[src/rtl/bit_window_assembler_8to16_seq_pkg.sv]
// Shared constants and state encoding for the
// 8-to-16 sliding bit-window assembler.
package bit_window_assembler_8to16_seq_pkg;

  localparam int DATA_WIDTH     = 16;
  localparam int OUT_DATA_WIDTH = DATA_WIDTH >> 1;
  localparam int COMMAND_WIDTH  = $clog2(DATA_WIDTH) - 1;

  typedef enum logic [1:0] {
    EMPTY = 2'd0,
    PRIME = 2'd1,
    FULL  = 2'd2
  } state_t;

endpackage

[src/rtl/bit_window_assembler_8to16_seq_ctrl_fsm.sv]
// Window control: tracks how many words are held and
// decodes handshake events into datapath load enables.
module bit_window_ctrl_fsm
  import bit_window_assembler_8to16_seq_pkg::*;
(
  input  logic clk,
  input  logic rst_n,
  input  logic i_valid,
  input  logic i_ready,
  input  logic i_en,
  input  logic i_flush,
  output logic ready,
  output logic valid,
  output logic consume,
  output logic ld_lo,
  output logic form,
  output logic shift
);

  state_t state, state_nxt;
  logic   acc;

  always_ff @(posedge clk or negedge rst_n) begin
    if (!rst_n) state <= EMPTY;
    else        state <= state_nxt;
  end

  assign valid = (state == FULL);

  always_comb begin
    ready     = rst_n & i_en & ~i_flush &
                ((state != FULL) | i_ready);
    acc       = i_valid & ready;
    consume   = valid & i_ready;
    state_nxt = state;
    ld_lo     = 1'b0;
    form      = 1'b0;
    shift     = 1'b0;
    unique case (state)
      EMPTY: if (acc) begin
        ld_lo     = 1'b1;
        state_nxt = PRIME;
      end
      PRIME: if (acc) begin
        form      = 1'b1;
        state_nxt = FULL;
      end
      FULL: if (consume) begin
        shift = 1'b1;
        form  = acc;
        if (!acc) state_nxt = PRIME;
      end
      default: state_nxt = EMPTY;
    endcase
    if (i_flush) state_nxt = EMPTY;
  end

endmodule

[src/rtl/bit_window_assembler_8to16_seq.sv]
// Sliding {newest, previous} word window feeding the
// 16x8 bit selector, with a command aligned per window.
module bit_window_assembler_8to16_seq
  import bit_window_assembler_8to16_seq_pkg::*;
#(
  parameter int CNT_WIDTH = 16
) (
  input  logic                      clk,
  input  logic                      rst_n,
  input  logic                      i_valid,
  input  logic [OUT_DATA_WIDTH-1:0] i_data_bus,
  output logic                      o_ready,
  output logic                      o_valid,
  output logic [DATA_WIDTH-1:0]     o_data_bus,
  input  logic                      i_ready,
  output logic [COMMAND_WIDTH-1:0]  o_cmd,
  input  logic                      i_en,
  input  logic                      i_flush,
  input  logic                      i_cmd_load,
  input  logic [COMMAND_WIDTH-1:0]  i_cmd,
  output logic [CNT_WIDTH-1:0]      o_window_cnt
);

  logic [OUT_DATA_WIDTH-1:0] hi, lo;
  logic [COMMAND_WIDTH-1:0]  shadow, cmd_q, cmd_nxt;
  logic [CNT_WIDTH-1:0]      cnt;
  logic                      consume, ld_lo, form, shift;

  bit_window_ctrl_fsm u_fsm (
    .clk     (clk),
    .rst_n   (rst_n),
    .i_valid (i_valid),
    .i_ready (i_ready),
    .i_en    (i_en),
    .i_flush (i_flush),
    .ready   (o_ready),
    .valid   (o_valid),
    .consume (consume),
    .ld_lo   (ld_lo),
    .form    (form),
    .shift   (shift)
  );

  // a load in the forming cycle wins over the shadow
  assign cmd_nxt = i_cmd_load ? i_cmd : shadow;

  always_ff @(posedge clk or negedge rst_n) begin
    if (!rst_n) begin
      hi <= '0;
      lo <= '0;
    end else if (i_flush) begin
      hi <= '0;
      lo <= '0;
    end else begin
      if (ld_lo)      lo <= i_data_bus;
      else if (shift) lo <= hi;
      if (form)       hi <= i_data_bus;
    end
  end

  always_ff @(posedge clk or negedge rst_n) begin
    if (!rst_n) begin
      shadow <= '0;
      cmd_q  <= '0;
    end else begin
      if (i_cmd_load) shadow <= i_cmd;
      if (form)       cmd_q  <= cmd_nxt;
    end
  end

  always_ff @(posedge clk or negedge rst_n) begin
    if (!rst_n)       cnt <= '0;
    else if (i_flush) cnt <= '0;
    else if (consume) cnt <= cnt + 1'b1;
  end

  assign o_data_bus   = {hi, lo};
  assign o_cmd        = cmd_q;
  assign o_window_cnt = cnt;

endmodule

[config.mk]
export PLATFORM = sky130hd
export DESIGN_NAME = bit_window_assembler_8to16_seq
export DESIGN_NICKNAME = d
export VERILOG_FILES = /design/src/rtl/bit_window_assembler_8to16_seq_pkg.sv /design/src/rtl/bit_window_assembler_8to16_seq_ctrl_fsm.sv /design/src/rtl/bit_window_assembler_8to16_seq.sv
export SDC_FILE = /design/constraint.sdc
export NUM_CORES = 1
export LEC_CHECK = 0
export ABC_AREA = 1
export BUFFER_PORTS_ARGS = -buffer_cell sky130_fd_sc_hd__buf_2
export CAP_MARGIN = 0
export CORE_UTILIZATION = 56
export DETAILED_ROUTE_END_ITERATION = 16
export PLACE_DENSITY = 0.89
export SYNTH_ARGS = -nofsm -noshare
export SYNTH_HDL_FRONTEND = slang
export SYNTH_SLANG_ARGS = --single-unit
[constraint.sdc]
create_clock -name clk -period 3.61 [get_ports clk]
set_input_delay 0.5415 -clock clk [delete_from_list [all_inputs] [get_ports clk]]
set_output_delay 0.5415 -clock clk [all_outputs]
set_load 0.05 [all_outputs]
## After elaboration in Yosys (flattened, before gate mapping)

Cells that the tools add are included.
W data, S select, Z words.

| storage, ports and cells | value |
|---|---|
| output and inout port bits | 37 |
| word-level logic and storage cells | 46 |
| register bits | 40 |
| bits of input ports | 18 |

| cells by class | value |
|---|---|
| add/subtract/negate cells | 1 |
| bitwise operators | 7 |
| reduce and logical (&&, ||, !) cells | 5 |
| multiplexer cells | 20 |
| equality and inequality tests | 7 |

Operators by type and width:

| cell | number |
|---|---|
| $mux W8 | 5 |
| $mux W16 | 2 |
| $add A16 B1 Y16 const B | 1 |
| $mux W2 | 5 |
| $ne A3 B2 Y1 const B | 2 |
| $ne A3 B3 Y1 const B | 2 |
| $pmux W2 S3 | 1 |
| $and A1 B1 Y1 | 5 |
| $mux W1 | 5 |
| $reduce_and A4 Y1 | 1 |
| $reduce_bool A2 Y1 | 2 |
| $mux W3 | 1 |
| $reduce_bool A3 Y1 | 1 |
| $eq A2 B1 Y1 const B | 1 |
| $eq A2 B2 Y1 const B | 1 |
| $logic_not A2 Y1 | 1 |
| $ne A2 B2 Y1 const B | 1 |
| $pmux W1 S2 | 1 |
| $not A1 Y1 | 1 |
| $or A1 B1 Y1 | 1 |

## Depth between registers and ports, before layout

| logic depth | value |
|---|---|
| depth after elaboration | 8 |
| mapped depth | 9 |
| depth with buffers taken out | 9 |

## Cells and area by module

From an unflattened synthesis, not the netlist that was laid out.

| unflattened totals | value |
|---|---|
| cells, all modules | 252 |
| area total of the unflattened synthesis | 2,055.7 µm² |

By module, submodules not included:

| module | cells each | area each (µm²) | instances | sequential area each (µm²) |
|---|---|---|---|---|
| bit_window_assembler_8to16_seq | 211 | 1,791.7 | 1 | 950.9 |
| bit_window_ctrl_fsm | 41 | 264.0 | 1 | 50.0 |

## Least setup slack after synthesis

No wires, ideal clock.

| timing | value |
|---|---|
| kind | reg2out |
| start | register u_fsm.state[0] |
| end | output o_ready |
| buffers on the path | 0 |
| arrival time | 1.707 ns |
| stages on the path, launching flop included | 6 |
| path slack | 1.361 ns |
| data required time | 3.069 ns |
| path through | dfrtp_1 > inv_1 > ha_1 > nand2_1 > inv_1 > nor2_2 |

| on the way | value |
|---|---|
| word-level cells in the longest chain between the ends | 3 |

RTL lines:

| what | line | RTL |
|---|---|---|
| start, declared | bit_window_assembler_8to16_seq_ctrl_fsm.sv:20 | `state_t state, state_nxt;` |
| start signal, assigned | bit_window_assembler_8to16_seq_ctrl_fsm.sv:25 | `else state <= state_nxt;` |
| $ne A2 B2 Y1 | bit_window_assembler_8to16_seq_ctrl_fsm.sv:32 | `((state != FULL) \| i_ready);` |
| $or A1 B1 Y1 | bit_window_assembler_8to16_seq_ctrl_fsm.sv:32 |  |
| $and A1 B1 Y1 | bit_window_assembler_8to16_seq_ctrl_fsm.sv:31 | `ready = rst_n & i_en & ~i_flush &` |
| end, declared | bit_window_assembler_8to16_seq.sv:12 | `output logic o_ready,` |

No other way between the ends.

## Worst setup path in the final report

Ends and elaborated chain as after synthesis.

==> out/metrics.yaml <==
status:
  status: "complete, no violations"
synth:
  ys_top_cells_by_count: "nand2_1, dfrtp_1, nor2_1"
  synth_area_per_cell_um2: 7.472
  syn_inst: 282
  synthFlopType: "dfrtp_1"
  synth_edf_count: 0
  ys_seq_area_frac: 0.4751
  netlist.area_leader.share: 0.4751
  async_flop_share: 1.000
  synth_nets: 305
  synth_most_common_cell: "nand2_1"
  synth.yosys.warnings: 0
  yosys-top-cells-area: "dfrtp_1, nand2_1, nor2_1"
  synth_top_cell_by_area: "dfrtp_1"
  ys_ff_latch: 40
  syn_area_mm2: 0.002107
  yosysUniqueCellTypes: 24
grt:
  grt_pass1_wl_um: 8445
  grt_max_degree: 24
  grt_usage: 0.2667
  grt_pass1_vias: 1884
  grt_overflow: 0
  antenna_found_initial: 0
route:
  via_count: 1997
  postRouteAntennaNets: 0
  drcViolationCount: 0
  vias_per_cell: 5.174
  drtIter0Drc: 156
  dr.pass1.iters: 4
  wire_per_inst_um: 12.46
  routed_wl_um: 4811
sta:
  fmax_mhz: 407.5
  min_period_ns: 2.454
  rsz0062_at_grt: "no"
  worst_slew_pin_slew_ns: 0.4918
  finalSetupTns_ns: 0
  skew_ns: 0.005512
  setup_viol_count_final: 0
  hold_viol_final: 0
  drv_slew: 0
  layout_worst_path_cycle_share: 0.6798
  slew_headroom: 0.6718
clock_network:
  post_cts_resized: 0
  root_buffer: "clkbuf_8"
  cts_sinks: 40
  cts_max_level: 2
  cts_setup_buffers: 0
  hold_buffers: 0
  clock_path_buffers: 2
  clkLatencyLatePin_ns: 0.29
  clk_pin_slew_worst_paths_ns: 0.07
  cts_buffers: 5
  cts_tree: "yes"
placed_design:
  placed_area_mm2: 0.002417
  dp_hpwl_um: 3629
  placed_cells: 378
  port_buffers: 54
  place.gp.congestion: 0.8696
setup_path:
  required_ns: 3.07
  cp-end-kind: "output port"
  path_common_cell: "inv_1"
  slowest_stage: "dfrtp_1"
  critical_path.max_stage_delay_ns: 0.40
  cp_top_family: "buffers and inverters"
  worstPathCellList: "inv_1 -> ha_1 -> nand2_1 -> inv_1 -> nor2_2 -> buf_2"
  criticalPathCategory: "reg2out"
  start_kind: "register"
  cp_num_buf_inv: 3
  crit_arrival_ns: 1.91
  worstPathMaxFanout: 9
final_layout:
  fin_util: 0.7280
  syn2layout_area_growth_pct: 19.83
  nNetsFinal: 362
  post-route-cell-area_mm2: 0.002525
  final_layout_size_suffix_gt1_frac: 0.2235
  fin_cells: 386
  n_antenna_cell: 0
floorplan:
  die_w_um: 63.34
  initial_utilization: 0.6075
  dieArea_mm2: 0.004012
  chipHeight_um: 63.34
  ioPinCount: 55
  core_mm2: 0.003468
  num_rows: 21
hold_path:
  hold_class: "in2async"
power_and_ir_drop:
  powerDensity_mw_per_mm2: 457.6
  ir_drop_uv: 334.4
  leakage_nw: 1.425
job:
  drv_cap: 0
metal layers:
layer  global-route usage  vias up  wire length [um]
li1                     -     1006                 -
met5                    0        -                 0
met1               0.3649      914              2190
met2               0.4189       69              2304
met3              0.05616        8               252
met4              0.09091        0                63
cell type report:
class / count / area, um2
Sequential cell: 40 / 1001
Multi-Input combinational cell: 211 / 983.4
Clock buffer: 6 / 72.57
Inverter: 26 / 97.59
Clock inverter: 2 / 35.03
Tap cell: 46 / 57.56
Timing Repair Buffer: 55 / 277.8
Fill cell: 285 / 943.4
through the flow:
stage	hold slack [ns]	setup WS (ns)	power [W]
global placement	0.4584	1.387	0.0007994
floorplan	0.2459	1.361	0.0007286
finish	0.1828	1.156	0.001155
CTS	0.1880	1.181	0.001161
global route	0.2029	1.046	0.001219
detailed placement	0.4599	1.389	0.0008091
state kept, by name, indices dropped and copies added (netlist names):
signal	count
hi	8
lo	8
o_cmd	3
o_window_cnt	16
shadow	3
u_fsm.state	2
worst paths after layout:
path	from	end	slack [ns]	cells after the start
worst min register to register	lo[6]	lo[6]	0.47	2
max in group asynchronous	rst_n	o_window_cnt[9]	2.76	2
worst max register to register	u_fsm.state[0]	hi[4]	1.51	9
worst max-delay path	u_fsm.state[0]	o_ready	1.16	6
worst min-delay path	rst_n	o_window_cnt[3]	0.18	1
min in group clk	i_data_bus[3]	hi[3]	0.46	3
worst reg2reg max path: cells and delay by family, from the launching register on:
family	cells	cell delay (ns)
DFF	1	0.42
AOI/OAI and AO/OA	1	0.11
buffers and inverters	2	0.31
adders and majority gates	1	0.28
and+or+nand+nor	5	0.88
where the power goes:
part           switching, W  leakage, nW  internal, W
combinational      0.000224        0.822    0.0000797
sequential        0.0000207        0.548     0.000478
clock              0.000148       0.0552     0.000205
total              0.000392         1.43     0.000763
cells by family after synthesis:
group                      share of synthesized area
AOI/OAI and AO/OA                            0.04811
adders and majority gates                    0.02969
buffers and inverters                        0.05820
DFF                                           0.4751
muxes                                        0.01603
and+or+nand+nor                               0.3729
cells in the final DEF (no fill, tap or decap), types with 2 or more instances in the layout:
master and count:
buf_2 54, nor2_2 4, mux2_2 3, nand3b_1 2, nand3_1 12, inv_1 24, o21ai_0 8, nor3_1 5
dfrtp_1 40, nand2_1 119, nor2_1 30, clkbuf_8 5, ha_1 5, inv_2 2, nand4_1 11, a21oi_1 6
Note: power is estimated with default switching activity, not from simulation.
